--- src/rtl/fdc_sector_server.sv ---
// Disk-side sector server for the NEC765 FDC core.
// Maps a drive/head/cylinder/sector request onto a flat byte-wide image and streams one 512-byte sector.
module fdc_sector_server #(
  parameter int unsigned SPT      = 9,
  parameter logic [7:0]  FIRST_ID = 8'hC1,
  parameter int unsigned TRACKS   = 40,
  parameter int unsigned SIDES    = 1,
  parameter logic [22:0] BASE_A   = 23'h000000,
  parameter logic [22:0] BASE_B   = 23'h040000
) (
  input  logic        clk,
  input  logic        rst_n,
  input  logic [31:0] fdc_sr,
  output logic [31:0] fdc_cr,
  input  logic [1:0]  present,
  input  logic [1:0]  wp,
  output logic [7:0]  rd_data,
  output logic        rd_strobe,
  input  logic [7:0]  wr_data,
  input  logic        wr_avail,
  output logic        wr_strobe,
  output logic [22:0] mem_addr,
  output logic        mem_rd,
  output logic        mem_wr,
  output logic [7:0]  mem_wdata,
  input  logic [7:0]  mem_rdata,
  input  logic        mem_ack,
  output logic [2:0]  dbg_state
);

  // Memory handshake: mem_rd/mem_wr is a request held high until the single-cycle
  // mem_ack; the request drops on the edge that samples mem_ack, never both at once.
  localparam logic [2:0] S_IDLE    = 3'd0;
  localparam logic [2:0] S_CHECK   = 3'd1;
  localparam logic [2:0] S_RD_REQ  = 3'd2;
  localparam logic [2:0] S_RD_PUSH = 3'd3;
  localparam logic [2:0] S_WR_POP  = 3'd4;
  localparam logic [2:0] S_WR_REQ  = 3'd5;
  localparam logic [2:0] S_DONE    = 3'd6;

  logic [2:0]  state_q, state_d;
  logic [8:0]  cnt_q, cnt_d;
  logic [7:0]  id_q, id_d;
  logic [6:0]  cyl_q, cyl_d;
  logic        head_q, head_d;
  logic        wr_dir_q, wr_dir_d;
  logic        drive_q, drive_d;
  logic [22:0] base_q, base_d;
  logic [2:0]  cr_q, cr_d;
  logic [7:0]  rd_data_q, rd_data_d;
  logic        rd_strobe_q, rd_strobe_d;
  logic        wr_strobe_q, wr_strobe_d;
  logic        mem_rd_q, mem_rd_d;
  logic        mem_wr_q, mem_wr_d;
  logic [22:0] mem_addr_q, mem_addr_d;
  logic [7:0]  mem_wdata_q, mem_wdata_d;

  logic        req_rd, req_wr, req_any;
  logic        chk_nf, chk_wp;
  logic [22:0] lin_sector, sector_addr;
  logic [8:0]  cnt_inc;
  logic        unused_sr;

  assign req_rd  = fdc_sr[17] | fdc_sr[18];
  assign req_wr  = fdc_sr[20] | fdc_sr[21];
  assign req_any = req_rd | req_wr;
  assign unused_sr = ^{fdc_sr[31:22], fdc_sr[19], fdc_sr[16]};

  assign chk_nf = !present[drive_q]
               || (32'(cyl_q) >= TRACKS)
               || (32'(head_q) >= SIDES)
               || (id_q < FIRST_ID)
               || (32'(id_q) >= 32'(FIRST_ID) + SPT);
  assign chk_wp = wr_dir_q && wp[drive_q];

  // Linear sector index within the image; the byte address wraps at 23 bits.
  assign lin_sector  = (23'(cyl_q) * 23'(SIDES) + 23'(head_q)) * 23'(SPT) + 23'(id_q - FIRST_ID);
  assign sector_addr = (drive_q ? BASE_B : BASE_A) + (lin_sector << 9);
  assign cnt_inc     = cnt_q + 9'd1;

  always_comb begin
    state_d     = state_q;
    cnt_d       = cnt_q;
    id_d        = id_q;
    cyl_d       = cyl_q;
    head_d      = head_q;
    wr_dir_d    = wr_dir_q;
    drive_d     = drive_q;
    base_d      = base_q;
    cr_d        = cr_q;
    rd_data_d   = rd_data_q;
    rd_strobe_d = 1'b0;
    wr_strobe_d = 1'b0;
    mem_rd_d    = mem_rd_q;
    mem_wr_d    = mem_wr_q;
    mem_addr_d  = mem_addr_q;
    mem_wdata_d = mem_wdata_q;
    case (state_q)
      S_IDLE: begin
        if (req_any) begin
          id_d     = fdc_sr[7:0];
          cyl_d    = fdc_sr[14:8];
          head_d   = fdc_sr[15];
          wr_dir_d = !req_rd;
          drive_d  = req_rd ? !fdc_sr[17] : !fdc_sr[20];
          state_d  = S_CHECK;
        end
      end
      S_CHECK: begin
        cnt_d = 9'd0;
        if (chk_nf || chk_wp) begin
          cr_d    = {1'b1, chk_nf, chk_wp};
          state_d = S_DONE;
        end else begin
          base_d     = sector_addr;
          mem_addr_d = sector_addr;
          if (wr_dir_q) begin
            state_d = S_WR_POP;
          end else begin
            mem_rd_d = 1'b1;
            state_d  = S_RD_REQ;
          end
        end
      end
      S_RD_REQ: begin
        if (mem_ack) begin
          rd_data_d   = mem_rdata;
          mem_rd_d    = 1'b0;
          rd_strobe_d = 1'b1;
          state_d     = S_RD_PUSH;
        end
      end
      S_RD_PUSH: begin
        if (cnt_q == 9'd511) begin
          cr_d    = 3'b100;
          state_d = S_DONE;
        end else begin
          cnt_d      = cnt_inc;
          mem_addr_d = base_q + 23'(cnt_inc);
          mem_rd_d   = 1'b1;
          state_d    = S_RD_REQ;
        end
      end
      S_WR_POP: begin
        if (wr_avail) begin
          mem_wdata_d = wr_data;
          wr_strobe_d = 1'b1;
          mem_addr_d  = base_q + 23'(cnt_q);
          mem_wr_d    = 1'b1;
          state_d     = S_WR_REQ;
        end
      end
      S_WR_REQ: begin
        if (mem_ack) begin
          mem_wr_d = 1'b0;
          if (cnt_q == 9'd511) begin
            cr_d    = 3'b100;
            state_d = S_DONE;
          end else begin
            cnt_d   = cnt_inc;
            state_d = S_WR_POP;
          end
        end
      end
      S_DONE: begin
        if (!req_any) begin
          cr_d    = 3'b000;
          state_d = S_IDLE;
        end
      end
      default: state_d = S_IDLE;
    endcase
  end

  always_ff @(posedge clk) begin
    if (!rst_n) begin
      state_q     <= S_IDLE;
      cnt_q       <= 9'd0;
      id_q        <= 8'd0;
      cyl_q       <= 7'd0;
      head_q      <= 1'b0;
      wr_dir_q    <= 1'b0;
      drive_q     <= 1'b0;
      base_q      <= 23'd0;
      cr_q        <= 3'd0;
      rd_data_q   <= 8'd0;
      rd_strobe_q <= 1'b0;
      wr_strobe_q <= 1'b0;
      mem_rd_q    <= 1'b0;
      mem_wr_q    <= 1'b0;
      mem_addr_q  <= 23'd0;
      mem_wdata_q <= 8'd0;
    end else begin
      state_q     <= state_d;
      cnt_q       <= cnt_d;
      id_q        <= id_d;
      cyl_q       <= cyl_d;
      head_q      <= head_d;
      wr_dir_q    <= wr_dir_d;
      drive_q     <= drive_d;
      base_q      <= base_d;
      cr_q        <= cr_d;
      rd_data_q   <= rd_data_d;
      rd_strobe_q <= rd_strobe_d;
      wr_strobe_q <= wr_strobe_d;
      mem_rd_q    <= mem_rd_d;
      mem_wr_q    <= mem_wr_d;
      mem_addr_q  <= mem_addr_d;
      mem_wdata_q <= mem_wdata_d;
    end
  end

  assign fdc_cr    = {27'd0, cr_q, 2'b00};
  assign rd_data   = rd_data_q;
  assign rd_strobe = rd_strobe_q;
  assign wr_strobe = wr_strobe_q;
  assign mem_rd    = mem_rd_q;
  assign mem_wr    = mem_wr_q;
  assign mem_addr  = mem_addr_q;
  assign mem_wdata = mem_wdata_q;
  assign dbg_state = state_q;

endmodule

--- config.mk ---
export PLATFORM = sky130hd
export DESIGN_NAME = fdc_sector_server
export DESIGN_NICKNAME = d
export VERILOG_FILES = /design/src/rtl/fdc_sector_server.sv
export SDC_FILE = /design/constraint.sdc
export NUM_CORES = 1
export LEC_CHECK = 0
export ABC_CLOCK_PERIOD_IN_PS = 8600
export CAP_MARGIN = 20
export CORE_MARGIN = 8
export CORE_UTILIZATION = 54
export CTS_BUF_LIST = sky130_fd_sc_hd__clkbuf_16
export DETAILED_ROUTE_END_ITERATION = 10
export PLACE_DENSITY = 0.86
export SYNTH_ARGS = -nofsm -noshare
export SYNTH_HDL_FRONTEND = slang
export SYNTH_SLANG_ARGS = --single-unit
--- constraint.sdc ---
create_clock -name clk -period 8.6 [get_ports clk]
set_input_delay 0.86 -clock clk [delete_from_list [all_inputs] [get_ports clk]]
set_output_delay 0.86 -clock clk [all_outputs]
set_load 0.02 [all_outputs]
-- Yosys cells after proc, flatten, opt, wreduce, memory -nomap -nowiden
Cells that the tools add are included.
- register bits after elaboration: 99
- output and inout port bits: 78
- word-level logic and storage cells: 113
- add/subtract/negate cells: 7
- multiply operators: 1
- $lt $le $gt $ge: 5
- eq/ne operators: 16
- mux-type cells: 36
- bitwise logic cells: 4
- reductions and logical operators: 28
- operators with widths (kind ; number):
    23-bit 2-to-1 mux ; 3
    23-bit case mux with 3 select lines ; 1
    23-bit by 9-bit adder with 23-bit output ; 2
    3-bit 2-to-1 mux ; 11
    9-bit case mux with 3 select lines ; 1
    19-bit by 23-bit adder with 23-bit output ; 1
    3-bit case mux with 7 select lines ; 1
    19-bit 2-to-1 mux ; 1
    9-bit 2-to-1 mux ; 2
    2-bit inequality test, second input constant ; 9
    13-bit by 9-bit adder with 14-bit output ; 1
    2-bit AND reduction ; 7
    8-bit by 4-bit multiplier with 12-bit output, second input constant ; 1
    1-bit 2-to-1 mux ; 12
    3-bit case mux with 4 select lines ; 1
    5-bit AND reduction ; 2
    9-bit by 1-bit adder with 9-bit output, second input constant ; 1
    3-bit == test, second input constant ; 3
    9-bit == test, second input constant ; 1
    3-bit nonzero test ; 3
    8-bit by 8-bit subtractor with 9-bit output, second input constant ; 1
    7-bit by 1-bit adder with 8-bit output ; 1
    8-bit >= comparator, second input constant ; 1
    8-bit less-than comparator, second input constant ; 1
    18 further kinds ; 29

-- Depth between registers and ports, before layout
- word-level depth: 10
- mapped depth: 26
- gate-level depth less buffers: 26

-- Worst setup path before layout
Ideal clock, no wire load.
- path type: register -> register
- start point: register head_q
- end point: register mem_addr_q[22], in the netlist mem_addr[22]
- setup time: 0.139 ns
- data arrival time: 4.791 ns
- required time: 8.461 ns
- slack: 3.670 ns
- cell stages (with the launch flop): 26
- period minus slack after synthesis: 4.930 ns
- cell sequence: dfxtp_1 -> ha_1 -> ha_1 -> nand3_1 -> xnor2_1 -> ha_1 -> ha_1 -> fa_1 -> nand2_1 -> nand2_1 -> a21oi_1 -> xnor2_1 -> ha_1 -> nand3_1 -> nor3_1 -> nor2_1 -> xnor2_1 -> ha_1 -> ha_1 -> nor2b_1 -> and2_1 -> a221oi_1 -> o211ai_1 -> mux2i_1 -> xnor2_1 -> o22ai_1
- longest elaborated chain between the ends: 7
- elaborated cells on any way between the ends: 13
- classes of those cells: add/sub (3); mul (1); order compare (1); eq/ne (1); mux (2); reduce/logical (5)
- RTL lines (element ; RTL line ; RTL):
    start, declared ; 45 ; logic head_q, head_d;
    start signal, assigned ; 181 ; head_q <= 1'b0;
    start signal, assigned ; 198 ; head_q <= head_d;
    branches (longest 7 deep; another with 19-bit by 23-bit adder with 23-bit output) ; n/a ;
    end signal, assigned ; 208 ; mem_addr_q <= mem_addr_d;
    end, declared ; 55 ; logic [22:0] mem_addr_q, mem_addr_d;
Parallel ways; which one is timed is not known. The select of a mux whose other input is x is not followed.
A chain may end at the register's enable or synchronous reset.

-- Worst setup path after layout
- start point: register head_q
- end point: register base_q[22]
- longest elaborated chain between the ends: 7
- elaborated cells on any way between the ends: 11
- classes of those cells: add/sub (3); mul (1); order compare (1); bitwise (1); reduce/logical (5)
- RTL lines (element ; RTL line ; RTL):
    branches (longest 7 deep; another with 19-bit by 23-bit adder with 23-bit output) ; n/a ;
    end signal, assigned ; 201 ; base_q <= base_d;
    end, declared ; 48 ; logic [22:0] base_q, base_d;
Parallel ways; which one is timed is not known.

==> flow_summary.ini <==
[yosys]
synth-xor-area-share_pct = 5.65
ys_warn_count = 0
yosys.area_share.simple_pct = 22.2
synthAdderAreaFrac_pct = 7.42
netlist_area_um2 = 5430
synth_edf_count = 0
ys_top_cells_by_area = dfxtp_1 (33%), nand2_1 (7.4%), ha_1 (6.7%), a21oi_1 (6.2%), nor2_1 (5.3%)
yosysTopAreaCellShare_pct = 33.2
synth.distinct_cells = 58
ys_top_cells_by_count = nand2_1 (107), dfxtp_1 (90), nor2_1 (76)
yosys_register_bits = 90
synth_compound_area_share_pct = 19.9
synth_top_family_by_area = simple AND/OR/NAND/NOR gates
syn-instance-count = 679
yosysTopAreaCell = dfxtp_1
avgSynthCellArea_um2 = 7.99
ys_async_sr_fraction_pct = 0
yosysMostFrequentCell = nand2_1
muxShareOfSynthArea_pct = 3.55
ys_seq_area_share_pct = 33.2
synth-main-ff-cell = dfxtp_1

[worst_setup_path]
endpoint = base_q[22]$_SDFFE_PN0P_
critPathRequiredTime_ns = 8.78
r2r_start = head_q$_SDFFE_PN0P_
end_kind = register
worstPathMaxFanout = 7
r2r_slack_ns = 2.93
cp-start-kind = register
r2r-end = base_q[22]$_SDFFE_PN0P_
critPathKind = reg -> reg
reg2reg_depth = 25
cp.arrival_ns = 5.84
startpoint = head_q$_SDFFE_PN0P_

[route]
routed_wl_um = 13700
vias = 4970
drt_pass1_iterations = 5
ant_nets = 0
wl_per_cell_um = 15.4
drt_iter0_drc = 291
vias_per_cell = 5.57
drc = 0

[sta]
fin_crit_ns = 5.67
relSlewSlack_pct = 38.0
max_freq_ghz = 0.177
report.final.slew_viol_count = 0
min_period_over_period_pct = 65.9
rsz0062_at_grt = no
finClkSkew_ns = 0.00764
tns_ns = 0
hold_viol = 0
worst_pin_slew_ns = 0.922
setup_violations = 0

[floorplan]
io_pins = 134
fp.dieW_um = 116
start_util_pct = 55.5
dieArea_um2 = 13500
die-height_um = 116
rows = 36
core-area_um2 = 9770

[clocking]
post-cts-setup-buffer-count = 0
ctsResizeCount = 0
cts_buffers = 9
root_buffer = clkbuf_16
numClockSinks = 90
h-tree-depth = 3
clkTransAtPathRegs_ns = 0.07
clkLatencyLatePin_ns = 0.34
ctsHoldBuffers = 0
cts_tree = done
clockBufferDepth = 2

[layout]
utilization_pct = 67.2
drive_above_1_share_pct = 5.93
num_antenna_cells = 0
num-fill-cells = 805
areaGrowthSynthToFinish_pct = 21.0
nNetsFinal = 841

[run]
drv_cap = 0

[grt]
grt_overflow = 0
grt_max_degree = 83
antenna_found_initial = 0
track_usage_pct = 20.0
grt_pass1_wl_um = 22100
grt_pass1_vias = 4690

[hold_path]
hold_depth = 2
hp-class = reg -> reg

[placement]
io_buffers = 92
globalplace.congestion = 0.852
post-dp-hpwl_um = 10100

[power]
cellLeakagePower_nw = 2.55
p_per_area_nw_per_um2 = 326
peakVddDrop_mv = 0.168

[status]
outcome = complete, no violations
final cells by class:
cell class | count | area (µm²) | area share (%)
inverters | 18 | 67.6 | 1.03
well taps | 133 | 166 | 2.53
clock inverters | 7 | 52.6 | 0.800
flip-flops and latches | 90 | 1800 | 27.4
multi-input cells | 539 | 3300 | 50.3
clock buffers | 9 | 225 | 3.43
repair buffers | 96 | 951 | 14.5
how the worst min path moves through the flow:
stage / end / slack (ns) / startpoint
after floorplan: cyl_q[0]$_SDFFE_PN0P_ / 0.44 / cyl_q[0]$_SDFFE_PN0P_
after detailed placement: rd_data[6]$_SDFFE_PN0P_ / 0.45 / rd_data[6]$_SDFFE_PN0P_
after global placement: rd_data[3]$_SDFFE_PN0P_ / 0.44 / rd_data[3]$_SDFFE_PN0P_
after CTS: rd_data[6]$_SDFFE_PN0P_ / 0.46 / rd_data[6]$_SDFFE_PN0P_
final: rd_data[6]$_SDFFE_PN0P_ / 0.45 / rd_data[6]$_SDFFE_PN0P_
after global routing: mem_wdata[1]$_SDFFE_PN0P_ / 0.48 / mem_wdata[1]$_SDFFE_PN0P_
flip-flops by register name (all words and copies together) (netlist names):
name and cells:
base_q 14, cnt_q 9, cr_q 3, cyl_q 7
dbg_state 3, drive_q 1, head_q 1, id_q 8
mem_addr 23, mem_rd 1, mem_wdata 8, mem_wr 1
rd_data 8, rd_strobe 1, wr_dir_q 1, wr_strobe 1
metal layers:
layer	vias up	GRT usage (%)	part of all wire, %
li1	2445	-	-
met1	2305	23.5	41
met5	-	0	0
met4	0	7.43	2.4
met3	27	4.76	8.0
met2	193	34.5	49
report_power, final:
group | internal (W) | switching, W | total (W)
clock network | 0.000198 | 0.000171 | 0.000370
logic | 0.000479 | 0.000709 | 0.00119
registers | 0.000501 | 0.0000810 | 0.000582
critical path, stage by stage (launching register included):
cell,delay [ns]
dfxtp_1,0.36
ha_1,0.21
ha_1,0.21
nand3_1,0.17
xnor2_1,0.18
ha_1,0.31
ha_1,0.23
fa_1,0.42
nand2_1,0.08
nand2_1,0.05
a21oi_1,0.22
xnor2_1,0.10
ha_1,0.37
nand2_1,0.07
o21ai_0,0.53
nor2_1,0.11
xnor2_1,0.15
ha_1,0.25
ha_1,0.24
nor2b_1,0.15
and2_1,0.18
a221oi_1,0.25
o211ai_1,0.15
mux2i_1,0.16
xnor2_1,0.26
o22ai_1,0.13
cell families after synthesis:
kind of cell	after synthesis
multiplexers	19
buffers and inverters	78
adder cells (fa/ha/maj)	31
AND/OR/NAND/NOR	264
flip-flops	90
AO/OA/AOI/OAI	161
XOR/XNOR	35
other	1
cell usage in the layout (no fill, tap or decap), types with 12 or more instances in the layout:
| cell type | n |
|---|---|
| nand2_1 | 107 |
| clkdlybuf4s50_1 | 92 |
| dfxtp_1 | 90 |
| nor2_1 | 76 |
| a21oi_1 | 67 |
| ha_1 | 29 |
| conb_1 | 29 |
| o21ai_0 | 27 |
| xor2_1 | 19 |
| mux2i_1 | 17 |
| inv_1 | 16 |
| nand3_1 | 16 |
| xnor2_1 | 16 |
| a22oi_1 | 12 |
through the flow:
stage | setup WS (ns) | cells | power (W) | area (µm²) | hold WS (ns)
3_3_place_gp | 3.14 | 874 | 0.00171 | 6270 | 0.442
3_5_place_dp | 2.96 | 874 | 0.00176 | 6270 | 0.449
2_1_floorplan | 3.67 | 707 | 0.00144 | 5530 | 0.441
4_1_cts | 2.91 | 890 | 0.00214 | 6550 | 0.458
5_1_grt | 2.41 | 892 | 0.00229 | 6570 | 0.476
6_report | 2.93 | 892 | 0.00214 | 6570 | 0.453
Power figures use the tool's default switching activity.
==> variant, RTL diff (config.mk and constraints unchanged) <==
`id_q`, `rd_data_q`, `mem_addr_q` and `mem_wdata_q` no longer have a reset.
--- a/src/rtl/fdc_sector_server.sv
+++ b/src/rtl/fdc_sector_server.sv
@@ -176,38 +176,37 @@
     if (!rst_n) begin
       state_q     <= S_IDLE;
       cnt_q       <= 9'd0;
-      id_q        <= 8'd0;
       cyl_q       <= 7'd0;
       head_q      <= 1'b0;
       wr_dir_q    <= 1'b0;
       drive_q     <= 1'b0;
       base_q      <= 23'd0;
       cr_q        <= 3'd0;
-      rd_data_q   <= 8'd0;
       rd_strobe_q <= 1'b0;
       wr_strobe_q <= 1'b0;
       mem_rd_q    <= 1'b0;
       mem_wr_q    <= 1'b0;
-      mem_addr_q  <= 23'd0;
-      mem_wdata_q <= 8'd0;
     end else begin
       state_q     <= state_d;
       cnt_q       <= cnt_d;
-      id_q        <= id_d;
       cyl_q       <= cyl_d;
       head_q      <= head_d;
       wr_dir_q    <= wr_dir_d;
       drive_q     <= drive_d;
       base_q      <= base_d;
       cr_q        <= cr_d;
-      rd_data_q   <= rd_data_d;
       rd_strobe_q <= rd_strobe_d;
       wr_strobe_q <= wr_strobe_d;
       mem_rd_q    <= mem_rd_d;
       mem_wr_q    <= mem_wr_d;
-      mem_addr_q  <= mem_addr_d;
-      mem_wdata_q <= mem_wdata_d;
     end
+  end
+
+  always_ff @(posedge clk) begin
+    id_q        <= id_d;
+    rd_data_q   <= rd_data_d;
+    mem_addr_q  <= mem_addr_d;
+    mem_wdata_q <= mem_wdata_d;
   end
 
   assign fdc_cr    = {27'd0, cr_q, 2'b00};
Check against the original RTL: differs if rst_n is asserted again (counterexample within 4 cycles, from zero or initial values and one cycle with rst_n low); with rst_n held inactive, the same outputs for 4 cycles.
==> variant against the unedited design <==
  * Design area decreased by 2.6%
  * Sequential share of layout area up 8.1 points
  * Routed wire length decreased by 11%
  * Final cell count down 13%
  * Sequential cell count stayed put
  * Count of clock-buffer cells in the layout stayed put
  * Hold slack gained 0.034 ns
  * Power increased by 3.8%
  * Setup slack improved by 0.74 ns
  * Area after synthesis decreased by 4.0%
  * Critical endpoint unchanged
==> variant: results <==
metrics = {
    "sta": {
        "finalCritPeriodShare_pct": 57.2,
        "slew_headroom_pct": 30.2,
        "fin_skew_ns": 0.00850,
    },
    "worst_setup_path": {
        "cp_slowest_stage_delay_ns": 0.43,
        "reg2reg_slack_ns": 3.68,
        "r2r-start": "cyl_q[3]",
        "critical_path_class": "reg -> reg",
        "arrival_ns": 5.15,
        "cp_max_fo": 8,
        "cp_top_family": "compound AO/OA/AOI/OAI gates",
        "cp_slowest_cell": "dfxtp_1",
    },
    "synthesis": {
        "synth_flop_cell": "edfxtp_1",
        "synth_cell_types": 62,
        "ys_async_sr_fraction_pct": 0,
        "synthTopCellsByArea": "edfxtp_1 (27%), dfxtp_1 (17%), ha_1 (7.4%), nand2_1 (5.3%), buf_4 (4.2%)",
        "synth_warnings": 0,
        "synth.most_common_cell": "nand2_1",
        "ys_top_cells_by_count": "nand2_1 (73), edfxtp_1 (47), dfxtp_1 (43), nor2_1 (43), a21oi_1 (37)",
        "yosysSeqAreaShare_pct": 43.6,
        "synth_edf_count": 47,
    },
    "grt": {
        "grt_max_degree": 37,
        "grt_usage_pct": 18.4,
        "grt_pass1_vias": 4127,
        "grt_pass1_wl_um": 19500,
    },
    "final_layout": {
        "largest_register_ffs": 23,
        "final_nets": 727,
        "drive_gt1_share_pct": 5.13,
    },
    "cts": {
        "cts_buffer_depth": 2,
        "h-tree-depth": 3,
        "root_buffer": "clkbuf_16",
        "cts_buffers": 9,
        "path_clk_slew_ns": 0.06,
        "ctsResizeCount": 0,
        "post_cts_buffers": 0,
    },
    "placement": {
        "dp_slack_ns": 3.77,
        "post-dp-hpwl_um": 9250,
        "gp_congestion": 0.890,
        "portBuffers": 92,
    },
    "power_and_ir_drop": {
        "power.leakage_nw": 2.53,
        "vdd_drop_max_mv": 0.156,
    },
    "routing": {
        "vias": 4248,
        "initialDrtViolationCount": 266,
        "routedWlPerCell_um": 15.8,
        "dr.pass1.iters": 5,
    },
    "min_path": {
        "min_from": "base_q[21]",
    },
    "status": {
        "outcome": "finished clean",
    },
}
==> variant: per-stage QoR <==
step	hold slack [ns]	std cells	instance area, um^2	util, %
floorplan	0.447	581	5310	-
global placement	0.457	758	6100	63.9
detailed placement	0.465	758	6100	63.9
CTS	0.474	774	6370	66.7
global route	0.512	776	6390	67.0
finish	0.488	776	6390	67.0
==> variant: cell families (layout without fill, tap and decap cells) <==
kind of cell	Yosys count	after routing	share of synthesized area (%)
other	1	29	0.0720
DFF	90	90	43.6
adders and majority gates	33	33	8.22
muxes	16	16	3.12
and+or+nand+nor	192	192	18.0
xor gates and xnor gates	30	30	5.04
AOI/OAI and AO/OA	119	119	14.2
buffers and inverters	72	134	7.64
==> variant: worst paths after layout <==
path	end	cells past startpoint
setup reg to reg	base_q[22]	18
hold reg to reg	base_q[21]	2
hold / removal	base_q[21]	2
setup / recovery	base_q[22]	18
==> variant: layout make-up <==
class / instances / area (um^2)
Clock buffer: 9 / 225
Clock inverter: 7 / 45.0
Fill cell: 752 / 3160
Inverter: 22 / 82.6
Multi-Input combinational cell: 419 / 2640
Sequential cell: 90 / 2270
Tap cell: 133 / 166
Timing Repair Buffer: 96 / 958
==> variant: power by group <==
| group | leakage [nW] | internal, mW | switching, mW |
|---|---|---|---|
| logic | 1.61 | 0.462 | 0.700 |
| clock network | 0.135 | 0.195 | 0.164 |
| registers | 0.789 | 0.615 | 0.0835 |
==> variant: routing by layer <==
layer,part of all wire [%],global-route usage [%]
met3,6.6,3.59
met1,44,22.9
met5,0,0
met4,1.6,7.10
met2,47,31.0
==> variant: tightest hold or removal path: cells and delay by family, from the launching register on <==
kind             cells  cell delay, ns
flip-flops           1            0.31
AO/OA/AOI/OAI        1            0.07
AND/OR/NAND/NOR      1            0.05
